==> src/rtl/ll_pkg.sv <==
// Shared types and constants for the lunar lander input front end.
package ll_pkg;

  typedef enum logic [1:0] {
    ALT  = 2'd0,
    VEL  = 2'd1,
    FUEL = 2'd2,
    THR  = 2'd3
  } ll_disp_t;

  typedef enum logic [1:0] {
    IDLE,
    DEB,
    HELD
  } ll_in_state_t;

  localparam logic [4:0]  KEY_W      = 5'd16;
  localparam logic [4:0]  KEY_X      = 5'd17;
  localparam logic [4:0]  KEY_Y      = 5'd18;
  localparam logic [4:0]  KEY_Z      = 5'd19;
  localparam logic [20:0] VALID_MASK = 21'h0F03FF;

  // Index of the highest set bit; only meaningful when exactly one bit is set.
  function automatic logic [4:0] key_index(input logic [20:0] v);
    logic [4:0] idx;
    idx = 5'd0;
    for (int i = 0; i < 21; i++) begin
      if (v[i]) idx = 5'(i);
    end
    return idx;
  endfunction

endpackage

==> src/rtl/ll_input_if.sv <==
// Operator-facing bundle: raw keys and enable in, lander commands out.
interface ll_input_if;
  logic [20:0] pb;
  logic        enable;
  logic [15:0] thrust_n;
  logic        thrust_wen;
  logic [1:0]  disp_sel;
  logic        key_strobe;
  logic [4:0]  key_code;

  modport master (
    output pb, enable,
    input  thrust_n, thrust_wen, disp_sel, key_strobe, key_code
  );

  modport slave (
    input  pb, enable,
    output thrust_n, thrust_wen, disp_sel, key_strobe, key_code
  );
endinterface

==> src/rtl/ll_sync.sv <==
// Two-flop synchronizer with synchronous active-high reset.
module ll_sync #(
  parameter int WIDTH = 21
) (
  input  logic             clk,
  input  logic             reset,
  input  logic [WIDTH-1:0] d,
  output logic [WIDTH-1:0] q
);
  logic [WIDTH-1:0] s1;

  always_ff @(posedge clk) begin
    if (reset) begin
      s1 <= '0;
      q  <= '0;
    end else begin
      s1 <= d;
      q  <= s1;
    end
  end
endmodule

==> src/rtl/ll_input.sv <==
// Debounces lander pushbuttons into thrust writes and display selects.
//   state | meaning
//   IDLE  | no valid key present
//   DEB   | single key seen, counting stable samples
//   HELD  | key accepted, waiting for full release
module ll_input
  import ll_pkg::*;
#(
  parameter int          DEBOUNCE = 3,
  parameter logic [15:0] THRUST   = 16'h5
) (
  input logic      hz100,
  input logic      reset,
  ll_input_if.slave bus
);
  localparam logic [3:0] DEB_MAX = 4'(DEBOUNCE);

  logic [20:0]  s2;
  logic [20:0]  masked;
  logic         single;
  logic [4:0]   key_idx;
  logic         accept;

  ll_in_state_t state, state_n;
  logic [4:0]   cand, cand_n;
  logic [3:0]   cnt, cnt_n;

  logic [15:0]  thrust_q, thrust_d;
  logic         wen_q, wen_d;
  ll_disp_t     disp_q, disp_d;
  logic         strobe_q, strobe_d;
  logic [4:0]   code_q, code_d;

  ll_sync #(.WIDTH(21)) u_sync (
    .clk   (hz100),
    .reset (reset),
    .d     (bus.pb),
    .q     (s2)
  );

  // A chord is indistinguishable from no key: both fail the one-hot test.
  assign masked  = s2 & VALID_MASK;
  assign single  = (masked != '0) && ((masked & (masked - 21'd1)) == '0);
  assign key_idx = key_index(masked);

  always_ff @(posedge hz100) begin
    if (reset) begin
      state    <= IDLE;
      cand     <= '0;
      cnt      <= '0;
      thrust_q <= THRUST;
      wen_q    <= 1'b0;
      disp_q   <= ALT;
      strobe_q <= 1'b0;
      code_q   <= '0;
    end else begin
      state    <= state_n;
      cand     <= cand_n;
      cnt      <= cnt_n;
      thrust_q <= thrust_d;
      wen_q    <= wen_d;
      disp_q   <= disp_d;
      strobe_q <= strobe_d;
      code_q   <= code_d;
    end
  end

  always_comb begin
    state_n = state;
    cand_n  = cand;
    cnt_n   = cnt;
    accept  = 1'b0;
    unique case (state)
      IDLE: begin
        if (single) begin
          if (DEB_MAX == 4'd1) begin
            accept  = 1'b1;
            state_n = HELD;
          end else begin
            state_n = DEB;
            cand_n  = key_idx;
            cnt_n   = 4'd1;
          end
        end
      end
      DEB: begin
        if (!single) begin
          state_n = IDLE;
          cnt_n   = '0;
        end else if (key_idx != cand) begin
          cand_n = key_idx;
          cnt_n  = 4'd1;
        end else if (cnt + 4'd1 == DEB_MAX) begin
          accept  = 1'b1;
          state_n = HELD;
          cnt_n   = '0;
        end else begin
          cnt_n = cnt + 4'd1;
        end
      end
      HELD: begin
        if (masked == '0) state_n = IDLE;
      end
      default: state_n = IDLE;
    endcase
  end

  always_comb begin
    thrust_d = thrust_q;
    wen_d    = 1'b0;
    disp_d   = disp_q;
    strobe_d = 1'b0;
    code_d   = code_q;
    if (accept) begin
      strobe_d = 1'b1;
      code_d   = key_idx;
      if (key_idx < 5'd10) begin
        if (bus.enable) begin
          thrust_d = {12'h000, key_idx[3:0]};
          wen_d    = 1'b1;
        end
      end else begin
        unique case (key_idx)
          KEY_Z:   disp_d = ALT;
          KEY_Y:   disp_d = VEL;
          KEY_X:   disp_d = FUEL;
          KEY_W:   disp_d = THR;
          default: disp_d = disp_q;
        endcase
      end
    end
  end

  assign bus.thrust_n   = thrust_q;
  assign bus.thrust_wen = wen_q;
  assign bus.disp_sel   = disp_q;
  assign bus.key_strobe = strobe_q;
  assign bus.key_code   = code_q;
endmodule

==> src/flat_wrapper.sv <==
// flat-port wrapper written by rule: the top's interface ports become plain ports
module ll_input_flat import ll_pkg::*;
#(
  parameter int          DEBOUNCE = 3,
  parameter logic [15:0] THRUST   = 16'h5
)
  (hz100, reset, bus_pb, bus_enable, bus_thrust_n, bus_thrust_wen, bus_disp_sel, bus_key_strobe, bus_key_code);
  ll_input_if bus_i ();
  input logic hz100;
  input logic reset;
  input wire logic [$bits(bus_i.pb)-1:0] bus_pb;
  input wire logic [$bits(bus_i.enable)-1:0] bus_enable;
  output wire logic [$bits(bus_i.thrust_n)-1:0] bus_thrust_n;
  output wire logic [$bits(bus_i.thrust_wen)-1:0] bus_thrust_wen;
  output wire logic [$bits(bus_i.disp_sel)-1:0] bus_disp_sel;
  output wire logic [$bits(bus_i.key_strobe)-1:0] bus_key_strobe;
  output wire logic [$bits(bus_i.key_code)-1:0] bus_key_code;
  assign bus_i.pb = bus_pb;
  assign bus_i.enable = bus_enable;
  assign bus_thrust_n = bus_i.thrust_n;
  assign bus_thrust_wen = bus_i.thrust_wen;
  assign bus_disp_sel = bus_i.disp_sel;
  assign bus_key_strobe = bus_i.key_strobe;
  assign bus_key_code = bus_i.key_code;
  ll_input #(.DEBOUNCE(DEBOUNCE), .THRUST(THRUST)) u_core (.hz100(hz100), .reset(reset), .bus(bus_i));
endmodule
==> config.mk <==
export PLATFORM = sky130hd
export DESIGN_NAME = ll_input_flat
export DESIGN_NICKNAME = d
export VERILOG_FILES = /design/src/rtl/ll_pkg.sv /design/src/rtl/ll_input_if.sv /design/src/rtl/ll_sync.sv /design/src/rtl/ll_input.sv /design/src/flat_wrapper.sv
export SDC_FILE = /design/constraint.sdc
export NUM_CORES = 1
export LEC_CHECK = 0
export ABC_AREA = 1
export BUFFER_PORTS_ARGS = -buffer_cell sky130_fd_sc_hd__buf_2
export CORE_MARGIN = 2
export CORE_UTILIZATION = 37
export CTS_CLUSTER_DIAMETER = 200
export DETAILED_ROUTE_END_ITERATION = 12
export GPL_TIMING_DRIVEN = 0
export PLACE_DENSITY = 0.69
export SETUP_SLACK_MARGIN = 0.2
export SYNTH_ARGS = -nofsm -noshare
export SYNTH_HDL_FRONTEND = slang
export SYNTH_SLANG_ARGS = --single-unit
export TNS_END_PERCENT = 5
==> constraint.sdc <==
create_clock -name hz100 -period 2.78 [get_ports hz100]
set_clock_uncertainty 0.2 [all_clocks]
set_input_delay 0.278 -clock hz100 [delete_from_list [all_inputs] [get_ports hz100]]
set_output_delay 0.278 -clock hz100 [all_outputs]
set_load 0.05 [all_outputs]
==> metrics, run 1 <==
status completed; Clock Pin Slew Worst Setup and Hold Paths about 0.1 ns; drt wl/cell 9.10 µm; CP Launch Type register; vias in the first global route about 1.8k; Simple-Gate Fraction of Synth Area about a third; H-tree levels 2; initial antenna violation count 0; fmax approximately 440 MHz; DIE AREA between 7000 and 8000 µm²; Power Dens Cells about 550 nW/µm²; crit-path max FO 7; post-CTS sizing 0; Starting Density a little under two fifths; Final HPWL DP 3250 µm; Max IR drop VDD roughly 260 µV; first-pass GRT wire length between 7000 and 8000 µm; Worst R2R Start u_core.u_sync.q[8]$_SDFF_PP0_; cell row count 29; fin crit period 2.29 ns; crit path launch u_core.u_sync.q[8]$_SDFF_PP0_; max-cap viol count 0; HP Class input pin to register; Synth top area share around 44%; Max clock buf depth 2; largest cells by area after synthesis dfxtp_1 (44%), nor2_1 (11%), nand2_1 (9.8%), inv_1 (9.2%), buf_4 (3.8%); via count around 2k; Syn Area/Cell 6.98 µm²; Final Hold Viols 0; Final period util approximately 82%; area share of fa/ha/maj cells after synthesis under 10%; post-route antenna net violation count 0; DR pass1 iterations 4; # setup viols final 0; CTS root buffer clkbuf_8; Die Ht 83.9 µm; reg-to-reg slack, setup between 0.4 and 0.5 ns; kind of critical path register to register; Worst EP required about 2.8 ns; CTS tree done; Seq/Total Area, Yosys 44.0%; Hold Path Depth 5; fin nets approximately 430; total gr overflow 0; leading area contributor after synthesis dfxtp_1; post-synthesis mux area share 0%; RSZ-0062 raised after global routing no; PortBufs 28; CTS Sinks 52; Ys Warns 0; hold worst-path end u_core.bus.thrust_n[2]$_SDFFE_PP1P_; R2R cell count 15; unique cell type count in the Yosys netlist 29; LEAKAGE around 1.5 nW; TritonCTS Buffers 5; max-slew violations 0; Slew @ Worst Pin between 0.5 and 0.6 ns; GPL Wtd Cong a little under 0.9; Boundary Pins 49; RR Endpoint u_core.bus.thrust_n[1]$_SDFFE_PP0P_; Syn Std Cell Area 2360 µm²; layout cell share with drive strength beyond 1 ~18%; Synth Area in Compound Gates between 5 and 6%; largest net degree at the start of global routing 19; slew margin rel. around two thirds; XOR/XNOR share of the synthesized area 0.741%; Die X-Extent roughly 84 µm; crit end category register; setup repair bufs after CTS 0; Power Total between 1.5 and 2 mW; Total Wirelength 4340 µm; setup TNS 0 ns; flop and latch count out of synthesis 52; Mapped Cells between 300 and 400; Worst-Skew Late Latency 0.31 ns; Total GRT Usage around an eighth; vias per inst between 4 and 5; Initial DRC Count 68; Remaining DRCs 0; Layout Area Growth over Synthesis 21.7%; Core ar. between 6000 and 7000 µm²; diodes inserted 0; hold path start bus_enable; WP data arrival 2.35 ns; largest family of logic cells by synthesized area simple AND/OR/NAND/NOR gates
stage by stage:
stage | setup WS (ns) | hold WS [ns] | cell area (µm²) | instances | utilization (%)
after floorplan | 0.825 | 0.185 | 2410 | 350 | -
after global placement | 0.497 | 0.191 | 2640 | 455 | 42.1
after detailed placement | 0.495 | 0.193 | 2640 | 455 | 42.1
after CTS | 0.467 | 0.176 | 2880 | 477 | 45.9
after global routing | 0.208 | 0.225 | 2880 | 477 | 45.9
final | 0.488 | 0.190 | 2880 | 477 | 45.9
layout by cell type, fill, tap and decap left out, types with 2 or more instances in the layout:
cell type / netlist / final
nor2_1: 70 / 70
buf_1: 2 / 2
a21oi_1: 7 / 7
nand2_1: 62 / 62
buf_2: 0 / 28
nand2_2: 7 / 7
nor2_2: 5 / 5
o21ai_0: 8 / 8
clkbuf_8: 0 / 5
inv_1: 58 / 58
inv_2: 5 / 5
ha_1: 2 / 2
clkbuf_1: 3 / 3
dfxtp_1: 52 / 52
nor2_4: 3 / 3
dlygate4sd3_1: 0 / 14
o21ai_1: 8 / 8
conb_1: 1 / 12
nand4_1: 11 / 11
buf_4: 12 / 12
nand3_1: 12 / 12
worst max path at each step:
stage | cells past startpoint | end | slack, ns
2_1_floorplan | 14 | u_core.bus.key_code[0]$_SDFFE_PP0P_ | 0.82
3_3_place_gp | 14 | u_core.bus.thrust_n[0]$_SDFFE_PP1P_ | 0.50
3_5_place_dp | 14 | u_core.bus.thrust_n[2]$_SDFFE_PP1P_ | 0.50
4_1_cts | 15 | u_core.bus.thrust_n[1]$_SDFFE_PP0P_ | 0.47
5_1_grt | 15 | u_core.bus.thrust_n[1]$_SDFFE_PP0P_ | 0.21
6_report | 15 | u_core.bus.thrust_n[1]$_SDFFE_PP0P_ | 0.49
state kept, by name, summed over array words and instances, names as in the netlist:
name                   count
u_core.state               2
u_core.bus.key_strobe      1
u_core.cand                5
u_core.u_sync.q           14
u_core.bus.thrust_n        4
u_core.cnt                 4
u_core.u_sync.s1          14
u_core.bus.disp_sel        2
u_core.bus.key_code        5
u_core.bus.thrust_wen      1
cell usage after synthesis, drive strengths merged:
| cell | instances |
|---|---|
| nand4 | 11 |
| o21bai | 1 |
| a21oi | 7 |
| ha | 2 |
| a211oi | 1 |
| dfxtp | 52 |
| clkinv | 1 |
| nand3 | 13 |
| o21ai | 16 |
| buf | 14 |
| or2 | 1 |
| xor2 | 1 |
| clkbuf | 3 |
| inv | 63 |
| nor2 | 79 |
| xnor2 | 1 |
| nand2 | 70 |
| o211ai | 1 |
| conb | 1 |
| nor3 | 1 |
routing by layer:
layer,up-vias,part of all wire (%),global-route usage [%]
met5,-,0,0
met4,0,2.0,6.45
met3,7,4.2,3.36
met2,35,46,22.1
met1,886,48,15.8
li1,1113,-,-
repair_timing:
item,CTS,global route
hold buffers,14,0
endpoints found under the setup margin,0,0
endpoints found under the hold margin,14,0
cell type report:
class,instances,area (µm²)
Buffer,17,109
Sequential cell,52,1040
Multi-Input combinational cell,217,1020
Timing Repair Buffer,42,280
Clock inverter,3,27.5
Inverter,64,240
Tap cell,77,96.3
Fill cell,639,3400
Clock buffer,5,68.8
logic make-up after synthesis:
family	count (synthesis)
AOI/OAI and AO/OA	26
DFF	52
buffers and inverters	81
adders and majority gates	2
other	1
xor gates and xnor gates	2
and+or+nand+nor	175
power breakdown:
group | total [mW] | internal, mW | switching (mW)
clock network | 0.463 | 0.185 | 0.277
registers | 0.807 | 0.782 | 0.0250
logic | 0.299 | 0.105 | 0.195
worst max-delay path, cell delays in order (launching register included):
cell	delay, ns
dfxtp_1	0.37
nor2_4	0.22
nand2_2	0.11
inv_2	0.07
nand2_1	0.06
nand2_2	0.12
inv_2	0.06
nand2_1	0.05
nand4_1	0.07
nor2_1	0.18
nand2_1	0.09
nor2_2	0.12
nand4_1	0.26
nand2_1	0.14
inv_1	0.05
nor2_1	0.08
Power figures use the tool's default switching activity.
==> inputs of run 2 (changes only) <==
Settings changed: ABC_AREA 1 to 0, PLACE_DENSITY 0.69 to 0.71.
Clock period 2.78 ns to 2.1 ns, I/O delays scaled along.
==> run 2 against run 1 <==
The run now ends with negative setup slack left. Final cell count down 15%. Non-clock buffer count rose by 23. Global-route usage is 3.7 points higher. Cell area rose by 5.0%. Flip-flop and latch count unchanged. Wire length increased by 20%. Clock power up 26%. Via count grew 1.9%. Sequential share of layout area down 1.4 points. Die area decreased by 2.8%. Count of clock-buffer cells in the layout is the same. Critical endpoint is now u_core.bus.disp_sel[1]$_SDFFE_PP0P_.
==> metrics, run 2 <==
max-slew violations 0 (unchanged); post-place setup slack -0.908 ns (-1.40 ns); hold worst-path end u_core.u_sync.q[4]$_SDFF_PP0_; first-pass GRT wire length 8700 µm (+14%); violated checks negative setup slack; fmax 370 MHz (-15%); WP data arrival 2.76 ns (+0.41 ns); slowest stage cell, crit path or4_4; Seq/Total Area, Yosys 45.4% (+1.3 points); Clock Pin Slew Worst Setup and Hold Paths 0.10 ns (about the same); count leader, synth dfxtp_1; Top FF cell, synth dfxtp_1; hold path start reset; CTS tree done; switching share of power 29.9% (-1.8 points); PortBufs 29 (+3.6%); drt wl/cell 12.8 µm (+41%); H-tree levels 2 (unchanged); Die Ht 82.8 µm (-1.4%); top post-synthesis cells by count dfxtp_1 (52), nor2b_1 (29), a21oi_1 (19); Starting Density 38.5% (+0.86 points); flop and latch count out of synthesis 52 (unchanged); Worst-Skew Late Latency 0.32 ns (about the same); fin crit period 2.70 ns (+0.409 ns); Crit path largest cell delay 0.55 ns (+0.18 ns); initial antenna violation count 0 (unchanged); status finished, violations left; Remaining DRCs 0 (unchanged); largest cells by area after synthesis dfxtp_1 (45%), nor2b_1 (7.9%), a21oi_1 (4.1%), buf_4 (3.9%), nand2_1 (2.8%); Async S/R FF share, synth 0% (unchanged); Initial DRC Count 106 (+56%); P_int 1.44 mW (+35%); Total Wirelength 5200 µm (+20%); Final HPWL DP 3530 µm (+8.8%); DR pass1 iterations 5 (+1); DIE AREA 6850 µm² (-2.8%); Die X-Extent 82.8 µm (-1.4%); Final Hold Viols 0 (unchanged); Power Dens Cells 681 nW/µm² (+25%); GPL Wtd Cong 0.866 (-1.5%); worst setup margin -0.601 ns (-1.09 ns); Total GRT Usage 17.0% (+3.7 points); # setup viols final 24 (+24); CTS root buffer clkbuf_8; total gr overflow 0 (unchanged); LEAKAGE 1.22 nW (-19%); largest net degree at the start of global routing 18 (-1); reg-to-reg slack, setup -0.60 ns (-1.09 ns); Final period util 129% (+46 points); crit end category register; Logic pwr share 20.3% (+1.2 points); Max IR drop VDD 625 µV (+140%); Worst R2R Start u_core.u_sync.q[0]$_SDFF_PP0_; CTS Sinks 52 (unchanged); Synth top area share 45.4% (+1.3 points); most frequent cells in the layout dfxtp_1 (49), buf_2 (30), nor2b_1 (29), buf_4 (23); Layout Area Growth over Synthesis 31.7%; Max clock buf depth 2 (unchanged); Mapped Cells 254 (-25%); post-route antenna net violation count 0 (unchanged); HP Class input pin to register; max-cap viol count 0 (unchanged); layout cell share with drive strength beyond 1 26.6% (+8.6 points); Slew @ Worst Pin 0.627 ns (+0.114 ns); CP bufs+invs 1 (-2); leading area contributor after synthesis dfxtp_1; R2R cell count 8 (-7); TritonCTS Buffers 5 (unchanged); Regs by FF count u_core.u_sync.q: 14 flops, u_core.u_sync.s1: 14 flops; Core ar. 5960 µm² (-5.1%); RSZ-0062 raised after global routing yes; diodes inserted 0 (unchanged); CP Launch Type register; Hold Path Depth 3 (-2); kind of critical path register to register; Syn Area/Cell 9.03 µm² (+30%); clock network fraction of total power 28.3% (-1.2 points); crit-path cells or4_4 -> a21o_1 -> a2111oi_4 -> and3_1 -> buf_6 -> o2111ai_4 -> or3_1 -> a21oi_1; RR Endpoint u_core.bus.disp_sel[1]$_SDFFE_PP0P_; cell row count 28 (-3.4%); vias in the first global route 1966 (+9.5%); hold slack 0.222 ns (+0.0320 ns); Boundary Pins 49 (unchanged); vias per inst 5.12 (+20%); Syn Std Cell Area 2290 µm² (-3.0%); unique cell type count in the Yosys netlist 44 (+52%); Ys Warns 0 (unchanged); Worst EP required 2.15 ns (-0.69 ns); crit-path max FO 8 (+1); commonest non-fill, non-tap cell in the layout dfxtp_1; fin nets 356 (-16%); EDFF count, synth 0 (unchanged); cell family with most CP delay simple AND/OR/NAND/NOR gates; slew margin rel. 58.2% (-7.6 points); via count 2079 (+1.9%); net load switching power 0.616 mW (+24%); Seq pwr share 51.4% (about the same)
## run 2: worst reg2reg max path: stages (launching register included)
cell and delay [ns]:
dfxtp_4 0.35, or4_4 0.55, a21o_1 0.20, a2111oi_4 0.33, and3_1 0.22, buf_6 0.12, o2111ai_4 0.15, or3_1 0.41
a21oi_1 0.11
## run 2: how the worst max path moves through the flow
stage / from / to / slack (ns) / depth (start not counted)
3_3_place_gp: u_core.u_sync.q[16]$_SDFF_PP0_ / u_core.cnt[3]$_SDFFE_PP0P_ / -0.96 / 7
4_1_cts: u_core.u_sync.q[2]$_SDFF_PP0_ / u_core.bus.thrust_n[0]$_SDFFE_PP1P_ / -0.65 / 8
2_1_floorplan: u_core.u_sync.q[0]$_SDFF_PP0_ / u_core.bus.thrust_n[0]$_SDFFE_PP1P_ / -0.46 / 8
6_report: u_core.u_sync.q[0]$_SDFF_PP0_ / u_core.bus.disp_sel[1]$_SDFFE_PP0P_ / -0.60 / 8
5_1_grt: u_core.u_sync.q[0]$_SDFF_PP0_ / u_core.bus.disp_sel[1]$_SDFFE_PP0P_ / -0.72 / 8
3_5_place_dp: u_core.u_sync.q[16]$_SDFF_PP0_ / u_core.cnt[3]$_SDFFE_PP0P_ / -0.91 / 7
## run 2: layout make-up
type                       instances  area, µm²
tap                               75       93.8
sequential                        52       1050
fill                             541       2930
clock buffer                       5       68.8
clock inverter                     3       23.8
buffer                            24        151
inverter                           4       15.0
multi-input combinational        185       1210
timing repair buffer              58        409
## run 2: kinds of logic after synthesis
family | share of synthesized area (%)
adder cells (fa/ha/maj) | 1.53
flip-flops | 45.4
AND/OR/NAND/NOR | 29.2
other | 0.163
buffers and inverters | 7.20
AO/OA/AOI/OAI | 16.6
## run 2: stage by stage
step           setup TNS (ns)  instance area [µm²]  utilization [%]  total power [mW]  instances
2_1_floorplan           -5.90                 2350                -              1.34        265
3_3_place_gp           -15.99                 2590             43.5              1.41        369
3_5_place_dp           -15.15                 2590             43.5              1.42        369
4_1_cts                -10.95                 2980             50.0              2.05        404
5_1_grt                -12.40                 3020             50.8              2.15        406
6_report                -9.64                 3020             50.8              2.06        406
## run 2: timing repair
action | in CTS | in global routing
gates cloned | 1 | 0
resized for setup | 13 | 12
hold buffers | 17 | 0
pin swaps | 16 | 11
buffers inserted | 9 | 2
endpoints found under the setup margin | 24 | 24
endpoints found under the hold margin | 15 | 0
## run 2: power groups by stage
| stage | clock, mW | sequential [mW] | combinational [mW] |
|---|---|---|---|
| after floorplan | 0 | 1.07 | 0.270 |
| after global placement | 0 | 1.08 | 0.329 |
| after detailed placement | 0 | 1.08 | 0.338 |
| after CTS | 0.593 | 1.06 | 0.397 |
| after global routing | 0.629 | 1.07 | 0.458 |
| final | 0.584 | 1.06 | 0.417 |
## run 2: per-layer routing
layer / vias up / share of wire, % / global-route usage, %
li1: 1046 / - / -
met1: 954 / 43 / 20.0
met2: 68 / 49 / 29.0
met3: 11 / 5.7 / 3.26
met4: 0 / 2.4 / 9.34
met5: - / 0 / 0
==> inputs of run 3 (changes only) <==
Settings changed: CELL_PAD_IN_SITES_DETAIL_PLACEMENT set to 0, CELL_PAD_IN_SITES_GLOBAL_PLACEMENT set to 1, CORE_UTILIZATION 37 to 36, PLACE_DENSITY 0.71 to 0.85.
==> run 3 against run 2 <==
The run still ends with negative setup slack left. Total power up 0.84%. Global-route usage down 1.6 points. Flip-flop and latch count unchanged. Combinational power about the same. Clock power up 3%. Largest cell class unchanged. Highest routed layer unchanged.
==> metrics, run 3 (synthesis results as in run 2) <==
status finished, violations left; violated checks negative setup slack; commonest non-fill, non-tap cell in the layout dfxtp_1; CTS Sinks 52 (unchanged); Initial DRC Count 69 (-35%); Total Wirelength 5230 µm (+0.54%); slew margin rel. 60.4% (+2.2 points); TritonCTS Buffers 5 (unchanged); worst setup margin -0.615 ns (-0.0133 ns); Filler cells 609 (+13%); fin crit period 2.71 ns (+0.0133 ns); H-tree levels 2 (unchanged); fin nets 352 (-1.1%); fin util 48.0% (-2.8 points); setup TNS -10.12 ns (-0.476 ns); crit end category register; CP Launch Type register; Boundary Pins 49 (unchanged); HP Class input pin to register; PortBufs 29 (unchanged); fmax 368 MHz (-0.49%); Die Ht 83.8 µm (+1.3%); Final HPWL DP 3550 µm (+0.39%); kind of critical path register to register; DR pass1 iterations 4 (-1); Layout Area Growth over Synthesis 30.4%; max-slew violations 0 (unchanged); Total GRT Usage 15.4% (-1.6 points); GPL Wtd Cong 0.800 (-7.6%); LEAKAGE 1.21 nW (-1.0%); vias per inst 4.98 (-2.7%); first-pass GRT wire length 8810 µm (+1.3%); via count 2013 (-3.2%); CTS tree done; Die X-Extent 83.8 µm (+1.3%); Clock Pin Slew Worst Setup and Hold Paths 0.10 ns (about the same); total gr overflow 0 (unchanged); drt wl/cell 12.9 µm (+1.0%); vias in the first global route 1931 (-1.8%); CTS root buffer clkbuf_8; Remaining DRCs 0 (unchanged); initial antenna violation count 0 (unchanged); max-cap viol count 0 (unchanged); cell row count 29 (+3.6%); Worst EP required 2.11 ns (-0.04 ns); Core ar. 6240 µm² (+4.8%); Max IR drop VDD 462 µV (-26%); most frequent cells in the layout dfxtp_1 (49), nor2b_1 (29), buf_2 (29), buf_4 (20); # setup viols final 24 (unchanged); post-route antenna net violation count 0 (unchanged); Slew @ Worst Pin 0.590 ns (-0.0370 ns); crit-path max FO 6 (-2); layout cell share with drive strength beyond 1 25.7% (-0.90 points); Final period util 129% (+0.63 points); Starting Density 36.8% (-1.8 points); Worst-Skew Late Latency 0.31 ns (about the same); hold slack 0.0161 ns (-0.206 ns); WP data arrival 2.72 ns (-0.04 ns); Final Hold Viols 0 (unchanged); DIE AREA 7030 µm² (+2.7%); Power Dens Cells 694 nW/µm² (+1.8%); largest net degree at the start of global routing 19 (+1); Regs by FF count u_core.u_sync.q: 14 flops, u_core.u_sync.s1: 14 flops; diodes inserted 0 (unchanged); Max clock buf depth 2 (unchanged); RSZ-0062 raised after global routing yes
[run 3: path summary, 6_finish.rpt]
kind	end	slack (ns)	start	cells past startpoint
setup / recovery	u_core.bus.thrust_n[0]$_SDFFE_PP1P_	-0.61	u_core.u_sync.q[0]$_SDFF_PP0_	9
hold / removal	u_core.bus.thrust_wen$_SDFF_PP0_	0.02	bus_enable	3
setup reg to reg	u_core.bus.thrust_n[0]$_SDFFE_PP1P_	-0.61	u_core.u_sync.q[0]$_SDFF_PP0_	9
hold reg to reg	u_core.u_sync.q[0]$_SDFF_PP0_	0.24	u_core.u_sync.s1[0]$_SDFF_PP0_	1
[run 3: through the flow]
step | worst slack (ns) | std cells | total power, mW | cell area (µm²)
final | -0.615 | 404 | 2.08 | 2990
after global routing | -0.742 | 404 | 2.18 | 2990
after CTS | -0.616 | 403 | 2.07 | 2970
after detailed placement | -0.950 | 371 | 1.42 | 2590
after global placement | -0.905 | 371 | 1.41 | 2590
after floorplan | -0.464 | 265 | 1.34 | 2350
[run 3: power by group]
group,switching [mW],total (mW),internal (mW)
Combinational,0.231,0.416,0.184
Sequential,0.0338,1.06,1.03
Clock,0.357,0.602,0.245
Total,0.622,2.08,1.45
[run 3: routing by layer]
metal / vias to the layer above / track usage, % / wire length [µm]
met5: - / 0 / 0
met4: 0 / 4.84 / 65
met3: 5 / 2.67 / 170
met2: 41 / 27.9 / 2620
li1: 1029 / - / -
met1: 938 / 18.3 / 2380
[run 3: what timing repair did]
item	in CTS	in global routing
pin swaps	19	3
gates cloned	1	0
hold buffers	16	0
endpoints found under the setup margin	24	24
gates resized for setup	17	9
endpoints found under the hold margin	14	0
buffers inserted	7	1
[run 3: area by class of cell]
type	count	area [µm²]	share of cell area [%]
multi-input cells	185	1210	40.3
flip-flops and latches	52	1050	35.1
repair buffers	54	377	12.6
plain buffers	24	153	5.10
well taps	77	96.3	3.22
clock buffers	5	68.8	2.30
clock inverters	3	27.5	0.920
inverters	4	15.0	0.502
[run 3: critical path, stage by stage, from the launching register on]
cell and delay (ns):
dfxtp_4 0.36, buf_4 0.15, maj3_1 0.34, o311ai_0 0.36
and3_2 0.30, and3_4 0.19, buf_6 0.11, o2111a_2 0.26
a21boi_1 0.08, a311o_1 0.27
